`config.mk`:
```
export PLATFORM = sky130hd
export DESIGN_NAME = ysyx_23060096_regfile_sb
export DESIGN_NICKNAME = d
export VERILOG_FILES = /design/src/rtl/ysyx_23060096_regfile_sb.sv
export SDC_FILE = /design/constraint.sdc
export NUM_CORES = 2
export LEC_CHECK = 0
export CORE_MARGIN = 1.5
export CORE_UTILIZATION = 55
export DETAILED_ROUTE_END_ITERATION = 10
export PLACE_DENSITY = 0.76
export RECOVER_POWER = 100
export SLEW_MARGIN = 10
export SYNTH_ARGS = -nofsm -noshare
export SYNTH_HDL_FRONTEND = slang
export SYNTH_SLANG_ARGS = --single-unit
export TNS_END_PERCENT = 1
```
`constraint.sdc`:
```
create_clock -name clk -period 8 [get_ports clk]
set_clock_uncertainty 0.15 [all_clocks]
set_input_delay 1.6 -clock clk [delete_from_list [all_inputs] [get_ports clk]]
set_output_delay 1.6 -clock clk [all_outputs]
set_load 0.01 [all_outputs]
```
`src/rtl/ysyx_23060096_regfile_sb.sv`:
```
// Integer register file with a per-register pending-write scoreboard.
// NRD combinational read ports with writeback bypass, one issue reservation
// and one writeback commit per cycle, flush of all reservations, and a
// registered count of reserved registers.
module ysyx_23060096_regfile_sb #(
    parameter int XLEN     = 32,
    parameter int NREG     = 32,
    parameter int AW       = $clog2(NREG),
    parameter int NRD      = 2,
    parameter int ZERO_REG = 1
) (
    input  logic                clk,
    input  logic                rstn,
    input  logic [NRD*AW-1:0]   rd_addr,
    output logic [NRD*XLEN-1:0] rd_data,
    output logic [NRD-1:0]      rd_busy,
    input  logic                iss_en,
    input  logic [AW-1:0]       iss_addr,
    output logic                iss_ready,
    input  logic                wb_en,
    input  logic [AW-1:0]       wb_addr,
    input  logic [XLEN-1:0]     wb_data,
    input  logic                flush,
    output logic [AW:0]         busy_cnt
);

    logic [XLEN-1:0] regs_q [NREG];
    logic [NREG-1:0] busy_q;
    logic [NREG-1:0] busy_d;
    logic [AW:0]     cnt_q;
    logic [AW:0]     cnt_d;
    logic            wb_zero;
    logic            iss_zero;
    logic            wb_we;
    logic            iss_we;
    logic [AW-1:0]   ra;

    assign wb_zero  = (ZERO_REG != 0) && (wb_addr == '0);
    assign iss_zero = (ZERO_REG != 0) && (iss_addr == '0);
    assign wb_we    = wb_en && !wb_zero;
    assign iss_we   = iss_en && iss_ready && !iss_zero;
    assign busy_cnt = cnt_q;

    // A destination is reservable when idle or being released by this cycle's writeback
    always_comb begin
        iss_ready = 1'b1;
        if (!iss_zero) begin
            iss_ready = !busy_q[iss_addr] || (wb_en && (wb_addr == iss_addr));
        end
    end

    // Next busy vector: writeback clears, issue sets (wins on same address), flush clears all
    always_comb begin
        busy_d = busy_q;
        if (wb_we) begin
            busy_d[wb_addr] = 1'b0;
        end
        if (iss_we) begin
            busy_d[iss_addr] = 1'b1;
        end
        if (flush) begin
            busy_d = '0;
        end
        if (ZERO_REG != 0) begin
            busy_d[0] = 1'b0;
        end
        cnt_d = '0;
        for (int unsigned i = 0; i < NREG; i++) begin
            cnt_d = cnt_d + (AW+1)'(busy_d[i]);
        end
    end

    // Scoreboard state and reservation count
    always_ff @(posedge clk) begin
        if (!rstn) begin
            busy_q <= '0;
            cnt_q  <= '0;
        end else begin
            busy_q <= busy_d;
            cnt_q  <= cnt_d;
        end
    end

    // Register array; entry 0 is never written when hardwired to zero
    always_ff @(posedge clk) begin
        if (!rstn) begin
            for (int unsigned i = 0; i < NREG; i++) begin
                regs_q[i] <= '0;
            end
        end else if (wb_we) begin
            regs_q[wb_addr] <= wb_data;
        end
    end

    // Read ports: hardwired zero, then same-cycle writeback bypass, then array/scoreboard
    always_comb begin
        rd_data = '0;
        rd_busy = '0;
        ra      = '0;
        for (int unsigned k = 0; k < NRD; k++) begin
            ra = rd_addr[k*AW +: AW];
            if ((ZERO_REG != 0) && (ra == '0)) begin
                rd_data[k*XLEN +: XLEN] = '0;
                rd_busy[k]              = 1'b0;
            end else if (wb_en && (wb_addr == ra)) begin
                rd_data[k*XLEN +: XLEN] = wb_data;
                rd_busy[k]              = 1'b0;
            end else begin
                rd_data[k*XLEN +: XLEN] = regs_q[ra];
                rd_busy[k]              = busy_q[ra];
            end
        end
    end

endmodule

```
* After elaboration in Yosys (flattened, before gate mapping)
Memories as Yosys holds them, arrays and structs flattened.
Index checks and enable logic that the tools add are counted.
** Word-level totals
- Bits in registers :: 38
- Latch bits :: 0
- RAM bits :: 1024
- Memory bits (read-only) :: 0
- Output and inout port bits :: 73
- Word-level logic and storage cells :: 92
- Memories :: 1
** Cells by class
- Add/sub/neg operators :: 30
- Multiply operators :: 0
- Div/mod/pow operators :: 0
- $lt $le $gt $ge :: 6
- Eq/ne operators :: 3
- Shifts and indexed selects :: 0
- Muxes and demuxes :: 29
- Bitwise operators :: 3
- Reductions and logical operators :: 17
** Memories
- regs_q :: words 32, width 32, read ports 2, clocked after memory_dff 0, write ports 32, RTL line 27 : logic [XLEN-1:0] regs_q [NREG];
** Operator list (count)
- 32-bit 2-to-1 mux :: 8
- 6-bit by 1-bit adder with 6-bit output :: 25
- 32-bit AND :: 1
- 32-bit NOT :: 1
- 32-bit bitwise OR :: 1
- 32-bit OR reduction :: 1
- 5-bit by 6-bit < comparator with 1-bit output (second input constant) :: 4
- 5-bit zero test :: 4
- 1-bit binary-select mux with 5-bit select :: 3
- 5-bit == test :: 3
- 1-bit 2-to-1 mux :: 15
- 1-bit demux with 5-bit select :: 2
- 5-bit by 1-bit >= comparator with 1-bit output (second input constant) :: 2
- 1-bit logical AND :: 8
- 5-bit by 1-bit adder with 6-bit output :: 1
- 4-bit by 1-bit adder with 5-bit output :: 1
- 5-bit 2-to-1 mux :: 1
- 3-bit by 1-bit adder with 4-bit output :: 1
- 2-bit by 1-bit adder with 3-bit output :: 1
- 1-bit zero test :: 3
- 1-bit by 1-bit adder with 2-bit output :: 1
- 1-bit logical OR :: 1

* Depth between registers and ports, before layout
- Word-level depth :: 40
- Mapped depth :: 27
- Gate-level depth less buffers :: 24

* Worst setup path after synthesis
No wires, ideal clock.
- Path kind :: input-to-reg
- Start :: in iss_addr[1]
- End :: reg cnt_q[4], in the netlist busy_cnt[4]
- Library setup time :: 158 ps
- Data arrival time :: 7533 ps
- Slack :: 159 ps
- Stages :: 23
- Path through :: clkbuf_1 > buf_4 > mux2_2 > a311oi_2 > o21a_1 > buf_4 > nand3_1 > a311o_1 > fa_1 > fa_1 > inv_1 > fa_1 > inv_1 > fa_1 > fa_1 > fa_1 > fa_1 > fa_1 > inv_1 > a21o_1 > a21oi_1 > xor2_1 > nor2_1
** Between the ends
- Cells in the longest elaborated chain, start to end :: 39
- Elaborated cells on any way between the ends :: 49
- Classes of those cells :: 30 x add/sub; 2 x order compare; 1 x eq/ne; 7 x mux; 1 x bitwise; 8 x reduce/logical
** Ends and longest elaborated chain
- start: declaration :: RTL line 18 : input logic [AW-1:0] iss_addr,
- parallel branches: the longest is 7 deep, another holds 5-bit by 6-bit < comparator with 1-bit output
- 32-bit 2-to-1 mux * :: RTL line 58 : if (iss_we) begin
- 32-bit 2-to-1 mux * :: RTL line 61 : if (flush) begin
- 1-bit by 1-bit adder with 2-bit output :: RTL line 69 : cnt_d = cnt_d + (AW+1)'(busy_d[i]);
- 2-bit by 1-bit adder with 3-bit output :: RTL line 69
- 3-bit by 1-bit adder with 4-bit output :: RTL line 69
- 4-bit by 1-bit adder with 5-bit output :: RTL line 69
- 5-bit by 1-bit adder with 6-bit output :: RTL line 69
- 6-bit by 1-bit adder with 6-bit output (24 in a row) :: RTL line 69
- 6-bit by 1-bit adder with 6-bit output * :: RTL line 69
- end signal: assignment :: RTL line 80 : cnt_q <= cnt_d;
- end: declaration :: RTL line 30 : logic [AW:0] cnt_q;
Every way passes the cells marked *. The select of a mux whose other input is x is not followed.
A chain may end at the register's enable or synchronous reset.

==> impl_metrics.toml <==
[floorplanning]
die_y_um = 329
fp-row-count = 119
initial_core_util_pct = 55.5
pin_count = 130
dieArea_um2 = 108000
coreArea_um2 = 105000
die_w_um = 329

[clock_tree]
cts.clk_slew.worst_paths_ps = 60
clock_path_buffers = 3
cts_tree = "built"
clk_latency_ps = 700
root_buffer = "clkbuf_16"
cts_made_buffers = 109
hold_buffers = 0
cts_sinks = 1061
cts_max_level = 3

[logic_synthesis]
yosysUniqueCellTypes = 67
netlist.area_leader.share_pct = 52.5
synth_common_cells = "edfxtp_1 (1024), and2_1 (1008), mux4_2 (495)"
synth-main-ff-cell = "edfxtp_1"
yosys-top-cells-area = "edfxtp_1 (53%), mux4_2 (19%), and2_1 (11%)"
synthArstFlopShare_pct = 0
synth_most_common_cell = "edfxtp_1"
ys_seq_area_share_pct = 53.8
yosysTopAreaCell = "edfxtp_1"
ys_ff_latch = 1061
synth_area_per_cell_um2 = 14.1
syn_inst = 4160
synth-edff-count = 1024
synthesis.area_um2 = 58500
ys.warnings.count = 0

[placement]
dpl.hpwl_um = 120000
postPlaceCellArea_um2 = 62400
port_buffers = 129
place.gp.congestion = 0.937

[sta]
fin_ws_ps = -380
rsz0062_at_grt = "false"
max_freq_mhz = 119
maxSlewHeadroom_pct = -263
tightest_slew_ps = 5390
finalCriticalPeriod_ps = 8380
holdWs_ps = 531
setup_viol = 16
timing.setup.tns_ps = -5970
hold_viol_final = 0
finalCritPeriodShare_pct = 105
slew_viol_final = 1854

[detailed_routing]
wirelength_um = 204000
routed_via_density = 7.17
drc = 16
ant_nets = 0
drt_iter0_drc = 7132
num_vias = 41100
wl_per_cell_um = 35.7
first_pass_iters = 11

[global_routing]
grt-busiest-layer = "met2"
grt_pass1_vias = 40000
antenna_found_initial = 21
grt.met3_usage_pct = 10.0
track_usage_pct = 37.8
grt_first_pass_wirelength_um = 288000
gr-usage-met1_pct = 48.9
grt_max_degree = 89
grt-ovfl-total = 0
grt_use_met2_pct = 57.4

[outcome]
status = "finished with violations"
violations = "DRC, capacitance limit, slew limit, setup timing"

[min_path]
hold_class = "reg2reg"

[layout]
postLayoutCellArea_um2 = 65500
final_core_util_pct = 62.1
area_growth_pct = 11.9
nets = 4330
drive_gt1_share_pct = 21.3

[critical_path]
worstSetupPathType = "in2reg"
cp_max_fo = 17
start_kind = "input port"
crit_arrival_ps = 8590
cp-end-kind = "flop"
required_ps = 8210

[flow_run]
max-cap-violations = 70

[power_and_ir_drop]
cellPowerDensity_nw_per_um2 = 207
p_leak_uw = 0.0223
ir_drop_mv = 0.163
==> logic make-up (layout without fill, tap and decap cells) <==
group,count (synthesis),count (layout),synth area share (%)
AOI/OAI and AO/OA,436,436,5.02
xor gates and xnor gates,18,18,0.269
adders and majority gates,30,30,0.936
buffers and inverters,462,601,3.36
DFF,1061,1061,53.8
muxes,667,667,22.0
other,1,39,0.00641
and+or+nand+nor,1485,1485,14.6
==> placed cells by master, fill, tap and decap left out, types with 37 or more instances in the layout <==
| master | n |
|---|---|
| dlygate4sd3_1 | 46 |
| edfxtp_1 | 1024 |
| clkdlybuf4s50_1 | 67 |
| a21oi_1 | 42 |
| mux4_2 | 495 |
| and2_0 | 504 |
| o21ai_0 | 79 |
| o22ai_1 | 96 |
| nor2_1 | 113 |
| mux2i_1 | 156 |
| dfxtp_1 | 37 |
| nand3_1 | 40 |
| buf_4 | 154 |
| and2_1 | 504 |
| o211ai_1 | 39 |
| nand2_1 | 170 |
| clkbuf_16 | 110 |
| a22oi_1 | 38 |
| clkbuf_1 | 85 |
==> power by group <==
group	total [µW]	leakage [µW]	internal [µW]	switching, µW
clock	5230	0.00175	3000	2230
combinational	1790	0.0105	750	1040
sequential	6570	0.0101	6420	157
total	13600	0.0223	10200	3430
==> worst max-delay path: stages <==
cell      delay (ps)
clkbuf_1         970
nand3_1          910
o21ai_0         4250
buf_4            820
==> sequential cells by signal, indices dropped and copies added, names as in the netlist <==
signal,flops
regs_q,1024
busy_q,31
busy_cnt,6
==> per-stage QoR <==
step	power, µW	setup slack [ps]	cells
after floorplan	7680	159	4191
after global placement	8370	-608	5522
after detailed placement	8420	-743	5522
after CTS	13500	16.5	5720
after global routing	13800	29.9	5724
final	13600	-380	5728
==> per-layer routing <==
layer  wire (µm)  vias to the layer above
li1            -                    16000
met1       68300                    20500
met2       92100                     3691
met3       28900                      924
met4       15100                       14
met5          90                        -
==> worst paths after layout <==
kind                            startpoint             to  slack [ps]  depth (start not counted)
worst max-delay path                  rstn  regs_q[2][10]        -380                          4
worst min-delay path             busy_q[7]      busy_q[7]         530                          2
worst max register to register  busy_q[29]    busy_cnt[4]        1110                         22
worst min register to register   busy_q[7]      busy_q[7]         530                          2
==> layout make-up <==
cell class                 count  area [µm²]
timing repair buffer         374        3000
tap                         1391        1740
antenna                        7        17.5
fill                        7716       39900
clock inverter                65         722
clock buffer                 133        2840
sequential                  1061       31500
multi-input combinational   2668       25600
inverter                      29         109
==> what timing repair did <==
action	in CTS	in global routing
buffers inserted	0	1
pin swaps	0	7
endpoints found under the setup margin	1	3
gates resized for setup	3	15
Power figures use the tool's default switching activity.
